--- config.mk ---
export PLATFORM = sky130hd
export DESIGN_NAME = instr_fetch_unit
export DESIGN_NICKNAME = d
export VERILOG_FILES = /design/src/rtl/cpu_pkg.sv /design/src/rtl/instr_fetch_unit.sv
export SDC_FILE = /design/constraint.sdc
export NUM_CORES = 1
export LEC_CHECK = 0
export CORE_MARGIN = 10
export CORE_UTILIZATION = 45
export DETAILED_ROUTE_END_ITERATION = 6
export PLACE_DENSITY = 0.91
export SLEW_MARGIN = 20
export SYNTH_ARGS = -nofsm -noshare
export SYNTH_HDL_FRONTEND = slang
export SYNTH_SLANG_ARGS = --single-unit
--- constraint.sdc ---
create_clock -name clk -period 2.1 [get_ports clk]
set_input_delay 0.42 -clock clk [delete_from_list [all_inputs] [get_ports clk]]
set_output_delay 0.42 -clock clk [all_outputs]
set_load 0.01 [all_outputs]
--- src/rtl/cpu_pkg.sv ---
// Shared CPU constants and the fetch-state encoding used by the instruction
// fetch path and its neighbours.
package cpu_pkg;

  localparam int ADDR_W = 8;
  localparam int INSTR_W = 16;
  localparam logic [15:0] HALT_WORD = 16'h0000;

  typedef enum logic [1:0] {
    IDLE  = 2'd0,
    FETCH = 2'd1,
    HALT  = 2'd2
  } fetch_state_e;

endpackage

--- src/rtl/instr_fetch_unit.sv ---
// Instruction fetch: owns the PC, reads a 16-bit little-endian word from the
// combinational instruction memory and hands it to decode via a one-entry skid register.
module instr_fetch_unit
  import cpu_pkg::*;
#(
  parameter int                 ADDR_W    = cpu_pkg::ADDR_W,
  parameter int                 INSTR_W   = cpu_pkg::INSTR_W,
  parameter logic [ADDR_W-1:0]  RESET_PC  = {ADDR_W{1'b0}},
  parameter logic [INSTR_W-1:0] HALT_WORD = cpu_pkg::HALT_WORD
) (
  input  logic               clk,
  input  logic               reset_n,
  input  logic               run,
  output logic [ADDR_W-1:0]  imem_addr,
  input  logic [INSTR_W-1:0] imem_data,
  output logic [INSTR_W-1:0] ir,
  output logic [ADDR_W-1:0]  ir_pc,
  output logic               ir_valid,
  input  logic               id_ready,
  input  logic               redirect_valid,
  input  logic [ADDR_W-1:0]  redirect_pc,
  output logic [ADDR_W-1:0]  pc,
  output logic               halted,
  output logic [15:0]        fetch_count
);

  fetch_state_e       state_r, state_s;
  logic [ADDR_W-1:0]  pc_r, pc_s;
  logic [INSTR_W-1:0] ir_r, ir_s;
  logic [ADDR_W-1:0]  ir_pc_r, ir_pc_s;
  logic               ir_valid_r, ir_valid_s;
  logic [15:0]        fetch_count_r, fetch_count_s;
  logic               take_s;
  logic [ADDR_W-1:0]  target_s;

  // Next-state, PC, skid-register and counter logic.
  always_comb begin
    state_s       = state_r;
    pc_s          = pc_r;
    ir_s          = ir_r;
    ir_pc_s       = ir_pc_r;
    ir_valid_s    = ir_valid_r;
    fetch_count_s = fetch_count_r;
    target_s      = {redirect_pc[ADDR_W-1:1], 1'b0};
    take_s        = (state_r == FETCH) && (!ir_valid_r || id_ready) && !redirect_valid;

    case (state_r)
      IDLE: begin
        // A redirect before the core starts only preloads the PC.
        if (redirect_valid) begin
          pc_s = target_s;
        end else begin
          pc_s = pc_r;
        end
        if (run) begin
          state_s = FETCH;
        end else begin
          state_s = IDLE;
        end
      end
      FETCH, HALT: begin
        if (redirect_valid) begin
          // Flush wins over a same-cycle accept; a HALT on the squashed path is undone.
          pc_s       = target_s;
          ir_valid_s = 1'b0;
          state_s    = FETCH;
        end else if (take_s) begin
          ir_s       = imem_data;
          ir_pc_s    = pc_r;
          ir_valid_s = 1'b1;
          if (fetch_count_r == 16'hFFFF) begin
            fetch_count_s = fetch_count_r;
          end else begin
            fetch_count_s = fetch_count_r + 16'd1;
          end
          if (imem_data == HALT_WORD) begin
            pc_s    = pc_r;
            state_s = HALT;
          end else begin
            pc_s    = pc_r + ADDR_W'(2);
            state_s = state_r;
          end
        end else if (ir_valid_r && id_ready) begin
          ir_valid_s = 1'b0;
        end else begin
          ir_valid_s = ir_valid_r;
        end
      end
      default: begin
        state_s    = IDLE;
        ir_valid_s = 1'b0;
      end
    endcase
  end

  // State and datapath registers with asynchronous reset.
  always_ff @(posedge clk or negedge reset_n) begin
    if (!reset_n) begin
      state_r       <= IDLE;
      pc_r          <= RESET_PC;
      ir_r          <= {INSTR_W{1'b0}};
      ir_pc_r       <= {ADDR_W{1'b0}};
      ir_valid_r    <= 1'b0;
      fetch_count_r <= 16'd0;
    end else begin
      state_r       <= state_s;
      pc_r          <= pc_s;
      ir_r          <= ir_s;
      ir_pc_r       <= ir_pc_s;
      ir_valid_r    <= ir_valid_s;
      fetch_count_r <= fetch_count_s;
    end
  end

  assign imem_addr   = pc_r;
  assign pc          = pc_r;
  assign ir          = ir_r;
  assign ir_pc       = ir_pc_r;
  assign ir_valid    = ir_valid_r;
  assign halted      = (state_r == HALT);
  assign fetch_count = fetch_count_r;

endmodule

==> results of run 1 <==
-- cells in the mapped netlist (2+ instances only) --
cell      number  share of area [%]
nor3_2         2               0.83
inv_1          5               0.78
a41oi_1        2               0.73
and4_1         2               0.73
and3_1         3               0.78
xor2_1         7                2.5
nor4_1         5                1.3
buf_6          2               0.93
ha_1           6                3.1
nand3_1       15                3.1
mux2_2        23                 11
o22ai_1        2               0.52
nand4_1        3               0.78
nand2_1       14                2.2
a21oi_1       12                2.5
nand2b_1       2               0.52
xnor2_1        5                1.8
a31oi_1        2               0.52
o21ai_0        5                1.0
buf_4         11                3.4
nor2_1         9                1.4
buf_2          2               0.41
dfrtp_1       49                 51
-- routing by layer --
layer	track usage (%)	wire length, um
met5	0	0
met4	3.60	23
met3	5.84	489
met2	25.4	3270
met1	14.7	2290
-- sequential cells by signal, summed over array words and instances (netlist names) --
signal       flops
imem_addr        7
fetch_count     16
state_r          2
ir_pc            7
ir_valid         1
ir              16
-- cell type report --
cell class	count	area, um2	share of cell area (%)
sequential	49	1230	35.3
timing repair buffer	101	971	27.9
clock buffer	5	68.8	1.98
tap	70	87.6	2.52
inverter	5	18.8	0.540
clock inverter	3	46.3	1.33
multi-input combinational	141	1060	30.5
-- per-stage QoR --
step           total power [mW]  utilization, %  area [um2]
5_1_grt                    4.62            67.7        3480
3_3_place_gp               3.55            64.7        3320
2_1_floorplan              2.56               -        2420
3_5_place_dp               3.63            64.7        3320
6_report                   4.33            67.7        3480
4_1_cts                    4.32            66.9        3440
-- cell families (layout without fill, tap and decap cells) --
| family | count (synthesis) | after routing | synth area share [%] |
|---|---|---|---|
| other | 1 | 3 | 0.155 |
| adders and majority gates | 6 | 6 | 3.11 |
| AOI/OAI and AO/OA | 28 | 28 | 7.82 |
| muxes | 25 | 25 | 11.6 |
| and+or+nand+nor | 67 | 67 | 16.5 |
| xor gates and xnor gates | 12 | 12 | 4.35 |
| buffers and inverters | 21 | 114 | 5.70 |
| DFF | 49 | 49 | 50.8 |
-- worst max-delay path: cells and delay by family --
| family | cells | cell delay (ns) |
|---|---|---|
| buffers and inverters | 3 | 0.72 |
| AND/OR/NAND/NOR | 2 | 0.73 |
| AO/OA/AOI/OAI | 3 | 0.33 |
-- path summary, 6_finish.rpt --
check / to / cells past startpoint
setup reg to reg: fetch_count[12]$_DFFE_PN0P_ / 8
max in group asynchronous: ir_pc[7]$_DFFE_PN0P_ / 2
hold reg to reg: fetch_count[8]$_DFFE_PN0P_ / 1
hold / removal: fetch_count[13]$_DFFE_PN0P_ / 1
setup / recovery: imem_addr[7]$_DFFE_PN0P_ / 8
min in group clk: fetch_count[8]$_DFFE_PN0P_ / 1
-- timing repair --
action	4_1_cts	5_1_grt
pin swaps	1	1
endpoints found under the setup margin	1	6
setup buffers	0	5
resized for setup	0	1
-- power by group through the flow --
| stage | Clock (mW) | Sequential [mW] | Combinational [mW] |
|---|---|---|---|
| after floorplan | 0 | 1.72 | 0.847 |
| after global placement | 0 | 1.58 | 1.97 |
| after global routing | 0.738 | 1.65 | 2.23 |
| after detailed placement | 0 | 1.61 | 2.02 |
| after CTS | 0.693 | 1.59 | 2.03 |
| final | 0.676 | 1.59 | 2.06 |
==> results.yml, run 1 <==
sta:
  period_needed_ns: 2.02
  finalSetupTns_ns: 0
  setup_viol: 0
  timing_hold_violations_final: 0
  fin_crit_sh_pct: 96.1
  slew_violations: 0
  worst_slack_ns: 0.0818
  worstMarginPinSlew_ns: 0.554
  whs_ns: 0.0938
  skew_ns: 0.00887
  fmaxAchievable_ghz: 0.495
  slew_headroom_pct: 63.1
job:
  maxCapViolations: 0
worst_setup_path:
  slowest_stage: "clkdlybuf4s50_1"
  path_cells: "clkdlybuf4s50_1, nor4_1, and4_1, o41ai_4, buf_4, buf_4, a21oi_1, a21oi_1"
  arrival_ns: 2.20
  crit_type: "input pin to flop"
  critPathLaunch: "imem_data[2]"
  critPathMaxFanout: 3
  endpoint_kind: "flop"
  slowest_delay_ns: 0.42
  rr_startpoint: "state_r[1]$_DFFE_PN0P_"
  cp-start-kind: "input pin"
  reg2reg_slack_ns: 0.16
  cp.required_ns: 2.28
power_and_ir_drop:
  power_frac_seq_pct: 36.8
  cellPowerDensity_nw_per_um2: 1240
  power_leakage_nw: 1.49
  ir_drop_uv: 760
  pwr-share-clk_pct: 15.6
  power.switching_mw: 1.46
  pwr-share-comb_pct: 47.6
  internal-power_mw: 2.86
  p_sw_share_pct: 33.8
logic_synthesis:
  ys_seq_elements: 49
  syn_area_um2: 2410
  ys.flop_type: "dfrtp_1"
  seq_area_frac_synth_pct: 50.8
  synthCells: 209
  synth_edf_count: 0
  synthDistinctLibCells: 44
  avgSynthCellArea_um2: 11.6
  async_reset_ff_share_pct: 100
  synth_warnings: 0
global_routing:
  gr-total-overflow: 0
  grt_pass1_vias: 2012
  grt_pass1_wl_mm: 9.89
  gr-usage-all-layers_pct: 14.1
  grt_max_degree: 27
  antenna_found_initial: 0
clock_tree:
  cts_tree: "built"
  cts_max_path_buffers: 2
  numCtsBuffers: 5
  root_buffer: "clkbuf_8"
  cts_hold_buffers: 0
  clk_latency_ns: 0.30
  clk_pin_slew_ns: 0.09
  htreeDepth: 2
  clock-sinks: 49
detailed_routing:
  antenna_left: 0
  wl_per_cell_um: 16.2
  routed_wl_mm: 6.08
  drt_first_pass_iters: 4
  vias_per_cell: 5.14
  drt_iter0_drc: 118
  post-route-drc-count: 0
  vias: 1924
placed_design:
  gp_congestion: 0.803
  placed_cells: 361
  numPortBuffers: 82
  post-place-ws_ns: -0.322
  dp_hpwl_mm: 4.82
min_path:
  hold_path.class: "input pin to asynchronous set/reset pin"
cells_and_area:
  fillers: 429
  instances_no_fill: 374
  num-nets-final: 338
  syn_to_final_growth_pct: 44.0
  final_cell_mix: "clkdlybuf4s50_1 (81), dfrtp_1 (49), mux2_2 (23)"
  drive_gt1_share_pct: 20.1
  n_antenna_cell: 0
  mostFrequentLayoutCell: "clkdlybuf4s50_1"
die:
  ios: 87
  row_count: 26
  die_y_um: 93.3
  chipWidth_um: 93.3
  die-area_um2: 8700
  core_um2: 5140
  start_util_pct: 47.0
outcome:
  outcome: "finished, final reports clean"
(Power assumes the default switching activity.)
==> inputs of run 2 (changes only) <==
Settings changed: CORE_MARGIN 10 to unset.
==> results.yml, run 2 (synthesis gave the netlist of run 1 again) <==
detailed_routing:
  antenna_left: 0
  wl_per_cell_um: 14.6
  drt_iter0_drc: 105
  routed_wl_mm: 5.36
  drt_first_pass_iters: 4
  vias: 1898
  post-route-drc-count: 0
  vias_per_cell: 5.16
worst_setup_path:
  reg2reg_depth: 8
  endpoint_kind: "flop"
  crit_type: "flop to flop"
  cp.required_ns: 2.32
  slowest_delay_ns: 0.40
  critPathMaxFanout: 6
  cp-start-kind: "flop"
  critical_path_buf_inv_count: 2
  path_cells: "inv_1, ha_1, and2b_1, nand3_4, buf_4, nor3_4, and4_1, xor2_1"
  reg2reg_slack_ns: 0.15
  rr_startpoint: "state_r[1]$_DFFE_PN0P_"
  critPathTopFamily: "simple AND/OR/NAND/NOR gates"
  arrival_ns: 2.17
  slowest_stage: "dfrtp_1"
  r2r-end: "fetch_count[12]$_DFFE_PN0P_"
cells_and_area:
  fin_util_pct: 66.4
  syn_to_final_growth_pct: 41.3
  n_antenna_cell: 0
  num-nets-final: 334
  fillers: 438
  drive_gt1_share_pct: 18.1
  mostFrequentLayoutCell: "clkdlybuf4s50_1"
  final_cell_mix: "clkdlybuf4s50_1 (81), dfrtp_1 (49), mux2_2 (23)"
placed_design:
  post-place-ws_ns: -0.271
  numPortBuffers: 82
  dp_hpwl_mm: 4.15
  gp_congestion: 0.835
global_routing:
  antenna_found_initial: 0
  grt_pass1_wl_mm: 8.68
  gr-usage-all-layers_pct: 20.6
  grt_max_degree: 30
  grt_pass1_vias: 1855
  gr-total-overflow: 0
die:
  core_um2: 5140
  row_count: 26
  die_y_um: 75.3
  chipWidth_um: 75.3
  die-area_um2: 5660
  start_util_pct: 47.0
  ios: 87
power_and_ir_drop:
  ir_drop_uv: 791
  power_leakage_nw: 1.47
  cellPowerDensity_nw_per_um2: 1190
sta:
  worstMarginPinSlew_ns: 0.508
  timing_hold_violations_final: 0
  slew_violations: 0
  fin_crit_sh_pct: 92.8
  period_needed_ns: 1.95
  slew_headroom_pct: 66.1
  skew_ns: 0.00394
  worst_slack_ns: 0.150
  finalSetupTns_ns: 0
  fmaxAchievable_ghz: 0.513
  setup_viol: 0
clock_tree:
  clock-sinks: 49
  root_buffer: "clkbuf_8"
  numCtsBuffers: 5
  clk_pin_slew_ns: 0.08
  clk_latency_ns: 0.29
  cts_tree: "built"
  cts_max_path_buffers: 2
  htreeDepth: 2
min_path:
  hold_path.class: "input pin to asynchronous set/reset pin"
job:
  maxCapViolations: 0
outcome:
  outcome: "finished, final reports clean"
## run 2: area by class of cell
| type | instances | area (um2) | share of cell area (%) |
|---|---|---|---|
| multi-input cells | 141 | 1060 | 31.2 |
| repair buffers | 97 | 941 | 27.6 |
| clock buffers | 5 | 68.8 | 2.02 |
| flip-flops and latches | 49 | 1230 | 35.9 |
| well taps | 70 | 87.6 | 2.57 |
| clock inverters | 1 | 5.00 | 0.147 |
| inverters | 5 | 18.8 | 0.550 |
## run 2: through the flow
step                      cells  cell area, um2  power, mW  hold WS [ns]
after floorplan             211            2420       2.56         0.124
after global placement      360            3320       3.50         0.410
after detailed placement    360            3320       3.59         0.410
after CTS                   366            3390       4.10        0.0948
after global routing        368            3410       4.33         0.105
final                       368            3410       4.08        0.0862
## run 2: worst max path at each step
stage / start / to / slack (ns) / cells after the start
2_1_floorplan: state_r[0]$_DFFE_PN0P_ / ir[0]$_DFFE_PN0P_ / 0.16 / 8
3_3_place_gp: imem_data[5] / imem_addr[1]$_DFFE_PN0P_ / -0.22 / 6
3_5_place_dp: imem_data[4] / imem_addr[1]$_DFFE_PN0P_ / -0.27 / 6
4_1_cts: imem_data[4] / imem_addr[1]$_DFFE_PN0P_ / 0.05 / 6
5_1_grt: state_r[1]$_DFFE_PN0P_ / fetch_count[10]$_DFFE_PN0P_ / -0.003 / 8
6_report: state_r[1]$_DFFE_PN0P_ / fetch_count[12]$_DFFE_PN0P_ / 0.15 / 8
## run 2: power breakdown
| part | internal, mW | total [mW] | switching (mW) |
|---|---|---|---|
| clock | 0.220 | 0.505 | 0.286 |
| sequential | 1.29 | 1.60 | 0.304 |
| combinational | 1.17 | 1.97 | 0.801 |
| total | 2.69 | 4.08 | 1.39 |
## run 2: what timing repair did
action	4_1_cts	5_1_grt
hold buffers	0	0
endpoints found under the setup margin	0	6
setup buffers	0	2
hold endpoints to repair	0	0
gates resized for setup	0	1
## run 2: metal layers
metal | vias up | track usage, % | part of all wire, %
met5 | - | 0 | 0
li1 | 906 | - | -
met4 | 0 | 7.61 | 2.1
met1 | 911 | 26.4 | 42
met2 | 71 | 34.0 | 50
met3 | 10 | 5.09 | 5.8
==> inputs of run 3 (changes only) <==
Settings changed: DONT_BUFFER_PORTS set to 1, PLACE_DENSITY 0.91 to 0.71.
==> results.yml, run 3 (synthesis gave the netlist of run 1 again) <==
cells_and_area:
  fillers: 491
  drive_gt1_share_pct: 21.4
  n_antenna_cell: 0
  fin_util_pct: 49.8
  instances_no_fill: 280
  mostFrequentLayoutCell: "dfrtp_1"
  multi_input_area_um2: 1060
  final_cell_mix: "dfrtp_1 (49), mux2_2 (23), nand3_1 (15)"
  syn_to_final_growth_pct: 6.01
  design_area_um2: 2560
  regArea_um2: 1230
  num-nets-final: 245
power_and_ir_drop:
  ir_drop_uv: 670
  fin_total_pwr_mw: 3.25
  power_leakage_nw: 1.12
  cellPowerDensity_nw_per_um2: 1270
detailed_routing:
  vias: 1569
  antenna_left: 0
  drt_iter0_drc: 45
  vias_per_cell: 5.60
  routed_wl_mm: 4.55
  drt_first_pass_iters: 4
  wl_per_cell_um: 16.2
  post-route-drc-count: 0
sta:
  fin_crit_sh_pct: 93.4
  fmaxAchievable_ghz: 0.510
  timing_hold_violations_final: 0
  whs_ns: 0.242
  skew_ns: 0.00403
  rsz0062_at_grt: "no"
  setup_viol: 0
  finalSetupTns_ns: 0
  period_needed_ns: 1.96
  slew_violations: 0
  worst_slack_ns: 0.138
global_routing:
  grt_pass1_wl_mm: 7.18
  grt_pass1_vias: 1540
  antenna_found_initial: 0
  grt_max_degree: 50
  gr-usage-all-layers_pct: 17.1
  gr-total-overflow: 0
worst_setup_path:
  cp.required_ns: 2.28
  slowest_stage: "dfrtp_1"
  critical_path_buf_inv_count: 2
  critPathMaxFanout: 9
  path_cells: "inv_1, ha_1, and2b_1, nand3_4, nor4_2, buf_4, nand4_1, xnor2_1"
  cp-start-kind: "flop"
  slowest_delay_ns: 0.39
  reg2reg_slack_ns: 0.14
  critPathTopFamily: "simple AND/OR/NAND/NOR gates"
  crit_type: "flop to flop"
  endpoint_kind: "flop"
  arrival_ns: 2.14
clock_tree:
  htreeDepth: 2
  clock-sinks: 49
  clk_pin_slew_ns: 0.08
  clk_latency_ns: 0.30
  root_buffer: "clkbuf_8"
  cts_max_path_buffers: 2
  cts_resized: 0
  cts_tree: "built"
  postCtsSetupBuffers: 0
  cts_hold_buffers: 2
  numCtsBuffers: 5
min_path:
  hold_path.class: "input pin to flop"
placed_design:
  numPortBuffers: 0
  post-place-ws_ns: 0.120
  dp_hpwl_mm: 3.30
  dpl_cell_area_um2: 2440
  placed_cells: 271
  gp_congestion: 0.738
die:
  core_um2: 5140
  die_y_um: 75.3
  start_util_pct: 47.0
  die-area_um2: 5660
  ios: 87
  row_count: 26
  chipWidth_um: 75.3
outcome:
  outcome: "finished, final reports clean"
job:
  maxCapViolations: 0
run 3: metal layers:
metal	GRT usage (%)	share of wire, %
met1	20.9	41
met2	28.5	50
met3	6.02	8.2
met4	4.94	0.68
met5	0	0
run 3: area by class of cell:
class                   instances  share of cell area [%]
flip-flops and latches         49                    47.9
multi-input cells             141                    41.3
well taps                      70                    3.42
clock buffers                   7                    3.37
repair buffers                  8                    3.23
inverters                       5                   0.733
run 3: final timing paths:
check,from,to,cells past startpoint
min,redirect_pc[1],imem_addr[1]$_DFFE_PN0P_,2
min in group asynchronous,reset_n,fetch_count[11]$_DFFE_PN0P_,2
max,state_r[1]$_DFFE_PN0P_,fetch_count[13]$_DFFE_PN0P_,8
max in group asynchronous,reset_n,fetch_count[6]$_DFFE_PN0P_,2
min reg2reg,fetch_count[8]$_DFFE_PN0P_,fetch_count[8]$_DFFE_PN0P_,1
max reg2reg,state_r[1]$_DFFE_PN0P_,fetch_count[13]$_DFFE_PN0P_,8
run 3: where the power goes:
part / internal (mW) / switching [mW] / leakage, nW / total [mW]
Clock: 0.262 / 0.290 / 0.0443 / 0.552
Sequential: 1.29 / 0.538 / 0.609 / 1.83
Combinational: 0.453 / 0.411 / 0.463 / 0.864
